<file path="src/rtl/oscillator_period_ctl.sv">
// Period control for the NCO: clamps accepted targets, then slews PERIOD_OUT toward
// the target with a divided-rate first-order smoother and reports when it has settled.
module oscillator_period_ctl #(
    parameter int              PERIOD_INT_PART  = 10,
    parameter int              PERIOD_FRAC_PART = 20,
    parameter int              SMOOTH_SHIFT     = 4,
    parameter int              UPDATE_DIV       = 16,
    parameter longint unsigned DEFAULT_PERIOD   = 64'h0640_0000,
    parameter longint unsigned SETTLE_TOL       = 64'h0000_1000,
    parameter int              SETTLE_TICKS     = 8
) (
    input  logic                                      CLK,
    input  logic                                      RESET_N,
    input  logic                                      CE,
    input  logic [PERIOD_INT_PART+PERIOD_FRAC_PART-1:0] TARGET_IN,
    input  logic                                      TARGET_VALID,
    output logic                                      TARGET_READY,
    input  logic [PERIOD_INT_PART+PERIOD_FRAC_PART-1:0] MIN_PERIOD,
    input  logic [PERIOD_INT_PART+PERIOD_FRAC_PART-1:0] MAX_PERIOD,
    output logic [PERIOD_INT_PART+PERIOD_FRAC_PART-1:0] PERIOD_OUT,
    output logic                                      SETTLED
);

    localparam int W  = PERIOD_INT_PART + PERIOD_FRAC_PART;
    localparam int PW = (UPDATE_DIV > 1) ? $clog2(UPDATE_DIV) : 1;
    localparam int CW = $clog2(SETTLE_TICKS + 1);

    localparam logic [W-1:0]  DEF_PERIOD = W'(DEFAULT_PERIOD);
    localparam logic [W:0]    TOL        = (W+1)'(SETTLE_TOL);
    localparam logic [PW-1:0] PRESC_LAST = PW'(UPDATE_DIV - 1);
    localparam logic [CW-1:0] CNT_DONE   = CW'(SETTLE_TICKS);

    typedef enum logic [1:0] {
        ST_INIT,
        ST_TRACK,
        ST_SETTLED
    } state_t;

    state_t          state_reg, state_next;
    logic [W-1:0]    period_reg, period_next;
    logic [W-1:0]    active_reg, active_next;
    logic [W-1:0]    pending_reg, pending_next;
    logic            pending_full_reg, pending_full_next;
    logic            ready_reg, ready_next;
    logic [PW-1:0]   presc_reg, presc_next;
    logic [CW-1:0]   settle_cnt_reg, settle_cnt_next;

    logic            tick;
    logic            accept;
    logic [W-1:0]    floor_clamped;
    logic [W-1:0]    clamped;
    logic [W-1:0]    eff_target;
    logic signed [W:0] diff;
    logic signed [W:0] shifted;
    logic signed [W:0] delta;
    logic [W:0]      mag;
    logic            in_tol;
    logic [W-1:0]    stepped;
    logic [CW-1:0]   cnt_inc;

    always_ff @(posedge CLK) begin
        if (!RESET_N) begin
            state_reg        <= ST_INIT;
            period_reg       <= DEF_PERIOD;
            active_reg       <= DEF_PERIOD;
            pending_reg      <= '0;
            pending_full_reg <= 1'b0;
            ready_reg        <= 1'b0;
            presc_reg        <= '0;
            settle_cnt_reg   <= '0;
        end else begin
            state_reg        <= state_next;
            period_reg       <= period_next;
            active_reg       <= active_next;
            pending_reg      <= pending_next;
            pending_full_reg <= pending_full_next;
            ready_reg        <= ready_next;
            presc_reg        <= presc_next;
            settle_cnt_reg   <= settle_cnt_next;
        end
    end

    // Datapath terms; the step is computed from the pre-update output every cycle
    // and only committed on a tick.
    always_comb begin
        tick          = CE && (presc_reg == PRESC_LAST);
        accept        = TARGET_VALID && ready_reg;
        floor_clamped = (TARGET_IN < MIN_PERIOD) ? MIN_PERIOD : TARGET_IN;
        clamped       = (floor_clamped > MAX_PERIOD) ? MAX_PERIOD : floor_clamped;
        eff_target    = pending_full_reg ? pending_reg : active_reg;
        diff          = $signed({1'b0, eff_target}) - $signed({1'b0, period_reg});
        shifted       = diff >>> SMOOTH_SHIFT;
        delta         = shifted;
        if ((shifted == '0) && (diff != '0)) begin
            delta = diff[W] ? '1 : (W+1)'(1);
        end
        mag     = diff[W] ? (W+1)'(-diff) : diff;
        in_tol  = (mag <= TOL);
        stepped = period_reg + delta[W-1:0];
        cnt_inc = settle_cnt_reg + CW'(1);
    end

    always_comb begin
        state_next        = state_reg;
        period_next       = period_reg;
        active_next       = active_reg;
        pending_next      = pending_reg;
        pending_full_next = pending_full_reg;
        presc_next        = presc_reg;
        settle_cnt_next   = settle_cnt_reg;

        if (CE) begin
            presc_next = tick ? '0 : presc_reg + PW'(1);
        end

        if (tick) begin
            if (pending_full_reg) begin
                active_next       = pending_reg;
                pending_full_next = 1'b0;
            end
            case (state_reg)
                ST_INIT: begin
                    if (pending_full_reg) begin
                        period_next     = pending_reg;
                        settle_cnt_next = '0;
                        state_next      = ST_TRACK;
                    end
                end
                ST_TRACK: begin
                    period_next = stepped;
                    if (in_tol) begin
                        settle_cnt_next = cnt_inc;
                        if (cnt_inc >= CNT_DONE) begin
                            state_next = ST_SETTLED;
                        end
                    end else begin
                        settle_cnt_next = '0;
                    end
                end
                ST_SETTLED: begin
                    period_next = stepped;
                    if (!in_tol) begin
                        settle_cnt_next = '0;
                        state_next      = ST_TRACK;
                    end
                end
                default: state_next = ST_INIT;
            endcase
        end

        // A drained slot can only refill here when READY was already high.
        if (accept) begin
            pending_next      = clamped;
            pending_full_next = 1'b1;
        end

        ready_next = !pending_full_next;
    end

    assign PERIOD_OUT   = period_reg;
    assign SETTLED      = (state_reg == ST_SETTLED);
    assign TARGET_READY = ready_reg;

endmodule
</file>
<file path="config.mk">
export PLATFORM = sky130hd
export DESIGN_NAME = oscillator_period_ctl
export DESIGN_NICKNAME = d
export VERILOG_FILES = /design/src/rtl/oscillator_period_ctl.sv
export SDC_FILE = /design/constraint.sdc
export NUM_CORES = 1
export LEC_CHECK = 0
export CAP_MARGIN = 10
export CORE_AREA = 5 5 204 187
export DETAILED_ROUTE_END_ITERATION = 8
export DIE_AREA = 0 0 209 192
export PLACE_DENSITY = 0.54
export SKIP_LAST_GASP = 1
export SLEW_MARGIN = 20
export SYNTH_ARGS = -nofsm -noshare
export SYNTH_HDL_FRONTEND = slang
export SYNTH_SLANG_ARGS = --single-unit
</file>
<file path="constraint.sdc">
create_clock -name CLK -period 6.7 [get_ports CLK]
set_input_delay 1.675 -clock CLK [delete_from_list [all_inputs] [get_ports CLK]]
set_output_delay 1.675 -clock CLK [all_outputs]
set_load 0.05 [all_outputs]
</file>
==> flow_metrics.py <==
metrics = {
    "setup_path": {
        "criticalPathCategory": "in -> reg",
        "worstPathArrival_ns": 6.83,
        "start_kind": "input port",
        "crit_required_ns": 6.98,
        "cp-end-kind": "flop",
        "cp_slowest_stage_delay_ns": 0.28,
        "timing.critical_path.mode_cell": "o21a_1",
        "cp_slowest_cell": "a31oi_4",
        "critical_path_peak_fanout": 9,
    },
    "synthesis": {
        "synth-edff-count": 0,
        "syn_avg_cell_area_um2": 7.600,
        "yosysWarnings": 0,
        "yosysSeqAreaShare_pct": 19.33,
        "synth-seq-cells": 102,
        "syn_nets": 1610,
        "synthFlopType": "dfxtp_1",
        "yosysUniqueCellTypes": 83,
        "synthCells": 1390,
        "synth-async-reset-ratio_pct": 0,
        "netlist_area_um2": 10560,
    },
    "finish": {
        "final_cell_count_no_fill": 2158,
        "fin_util_pct": 40.97,
        "n_antenna_cell": 0,
        "fillCellCount": 3667,
        "area_delta_synth_final_pct": 38.34,
        "nets": 1897,
        "multi_input_area_um2": 8120,
        "regArea_um2": 2046,
        "drive_gt1_share_pct": 21.40,
    },
    "timing": {
        "drv_slew": 0,
        "worstMarginPinSlew_ns": 0.8196,
        "fin_crit_ns": 6.554,
        "hold_viol": 0,
        "rsz0062_at_grt": "yes",
        "slew_headroom_pct": 45.02,
        "finalSetupViolCount": 0,
        "clock.fmax_ghz": 0.1526,
        "skew_ns": 0.008393,
        "period_share_pct": 97.82,
    },
    "power": {
        "vdd_drop_max_mv": 0.1077,
        "p_leak_nw": 6.659,
        "power.density_nw_per_um2": 173.4,
    },
    "grt": {
        "grt_max_degree": 54,
        "grt.overflow.total": 0,
        "grt_usage_pct": 17.10,
        "grt_pass1_vias": 10850,
        "antenna_found_initial": 0,
        "grt_pass1_wl_um": 56410,
    },
    "placed_design": {
        "gp_congestion": 0.9129,
        "place_inst": 2125,
        "hpwlAfterDp_um": 28690,
        "place.port_buffers": 125,
    },
    "cts": {
        "clockRootBuffer": "clkbuf_16",
        "clock_latency_ns": 0.36,
        "cts_sinks": 102,
        "clk_pin_slew_ns": 0.07,
        "htree_levels": 3,
        "cts_buffers": 9,
        "ctsHoldBuffers": 0,
        "cts_tree": "done",
        "cts_buffer_depth": 2,
    },
    "routing": {
        "ant_nets": 0,
        "firstDrtPassIters": 7,
        "route.detailed.drc": 0,
        "drt_wl_total_um": 35760,
        "via_count": 11070,
        "routedWlPerCell_um": 16.57,
        "drtIter0Drc": 632,
        "routed_via_density": 5.132,
    },
    "run_status": {
        "status": "finished, final reports clean",
    },
    "floorplanning": {
        "initial_core_util_pct": 29.61,
        "row_count": 66,
        "io_pins": 126,
        "core_um2": 35670,
        "die_w_um": 209,
        "die_h_um": 192,
        "dieArea_um2": 40130,
    },
    "min_path": {
        "hold_path_class": "reg -> reg",
    },
    "job": {
        "maxCapViolations": 0,
    },
}
[cell families (layout without fill, tap and decap cells)]
kind of cell | Yosys count | after routing | share of synthesized area, %
AOI/OAI and AO/OA | 399 | 399 | 25.94
xor gates and xnor gates | 50 | 50 | 4.217
adders and majority gates | 126 | 126 | 15.07
buffers and inverters | 214 | 506 | 7.770
DFF | 102 | 102 | 19.33
muxes | 96 | 96 | 9.475
and+or+nand+nor | 403 | 403 | 18.20
[metrics by stage]
step | instance area (um2) | hold WS [ns] | setup TNS [ns] | setup slack, ns | power, mW
2_1_floorplan | 10570 | 0.4338 | 0 | 0.01525 | 1.416
3_3_place_gp | 13680 | 0.4385 | -21.40 | -0.7164 | 1.910
3_5_place_dp | 13680 | 0.4449 | -21.69 | -0.7524 | 1.921
4_1_cts | 14240 | 0.4551 | 0 | 0.005827 | 2.491
5_1_grt | 14610 | 0.4719 | -5.651 | -0.2136 | 2.703
6_report | 14610 | 0.4551 | 0 | 0.1459 | 2.535
[Yosys cell counts (all sizes together), types with 15 or more instances]
library cell,number,area [um2]
a211oi,20,155.1
clkbuf,45,168.9
nand4,25,156.4
o221ai,33,289.0
xor2,16,147.7
mux2,32,360.4
a21o,41,307.8
inv,154,578.1
mux2i,64,640.6
ha,124,1551
nand2,160,600.6
nor2,83,311.6
o21a,21,158.9
nor2b,16,100.1
a21oi,113,580.6
buf,15,73.82
nand3,29,145.1
nor3,29,150.1
o21ai,60,300.3
xnor2,34,297.8
dfxtp,102,2042
[layout by cell type (no fill, tap or decap), types with 6 or more instances in the layout]
cell type,instances
nor4_1,6
buf_12,7
a21oi_1,103
o221ai_2,27
o2111ai_1,8
o21ai_1,9
mux2_2,32
a31oi_1,12
inv_1,148
o221ai_1,6
o21ai_0,49
a211oi_1,18
a21oi_2,9
xnor2_1,34
dfxtp_1,101
ha_4,6
clkbuf_16,10
o211ai_1,10
o21a_1,20
a21o_1,41
dlymetal6s2s_1,6
o21bai_1,7
nand3_1,29
nor2b_1,14
o31ai_1,9
nand2_1,159
buf_4,199
nor2_1,80
mux2i_1,61
ha_1,116
nor3_1,26
xor2_1,15
clkdlybuf4s50_1,107
nand2b_1,13
and3_1,9
nand4_1,25
[worst max-delay path, delay by kind of cell]
family	cells	cell delay (ns)
compound gates	21	3.60
fa+ha+maj	2	0.40
mux	1	0.27
simple gates	2	0.27
buf+inv	5	0.58
[report_power, final]
part           total (mW)  switching [mW]  internal, mW
clock network       0.542           0.251         0.291
registers           0.641          0.0175         0.623
logic                1.35           0.713         0.639
total                2.53           0.981          1.55
[final timing paths]
check	startpoint	end	slack (ns)	depth (start not counted)
worst min register to register	active_reg[23]	active_reg[23]	0.46	2
worst min-delay path	active_reg[23]	active_reg[23]	0.46	2
worst max register to register	pending_full_reg	PERIOD_OUT[29]	0.32	29
worst max-delay path	MIN_PERIOD[1]	pending_reg[6]	0.15	31
[repair_timing]
item,4_1_cts,5_1_grt
pin swaps,22,40
setup buffers,7,6
cloned,3,1
setup endpoints to repair,40,46
endpoints found under the hold margin,0,0
resized for setup,55,86
[routing by layer]
| metal | wire length [um] | GRT usage [%] | up-vias |
|---|---|---|---|
| li1 | - | - | 5618 |
| met1 | 17160 | 23.20 | 5179 |
| met2 | 16300 | 28.40 | 233 |
| met3 | 1600 | 3.283 | 44 |
| met4 | 699 | 3.639 | 0 |
| met5 | 0 | 0 | - |
[cell type report]
cell class,instances,share of cell area (%)
Timing Repair Buffer,336,20.37
Tap cell,476,4.075
Sequential cell,102,14.00
Clock buffer,9,1.541
Inverter,154,3.973
Clock inverter,7,0.4795
Multi-Input combinational cell,1074,55.57
Power figures use the tool's default switching activity.
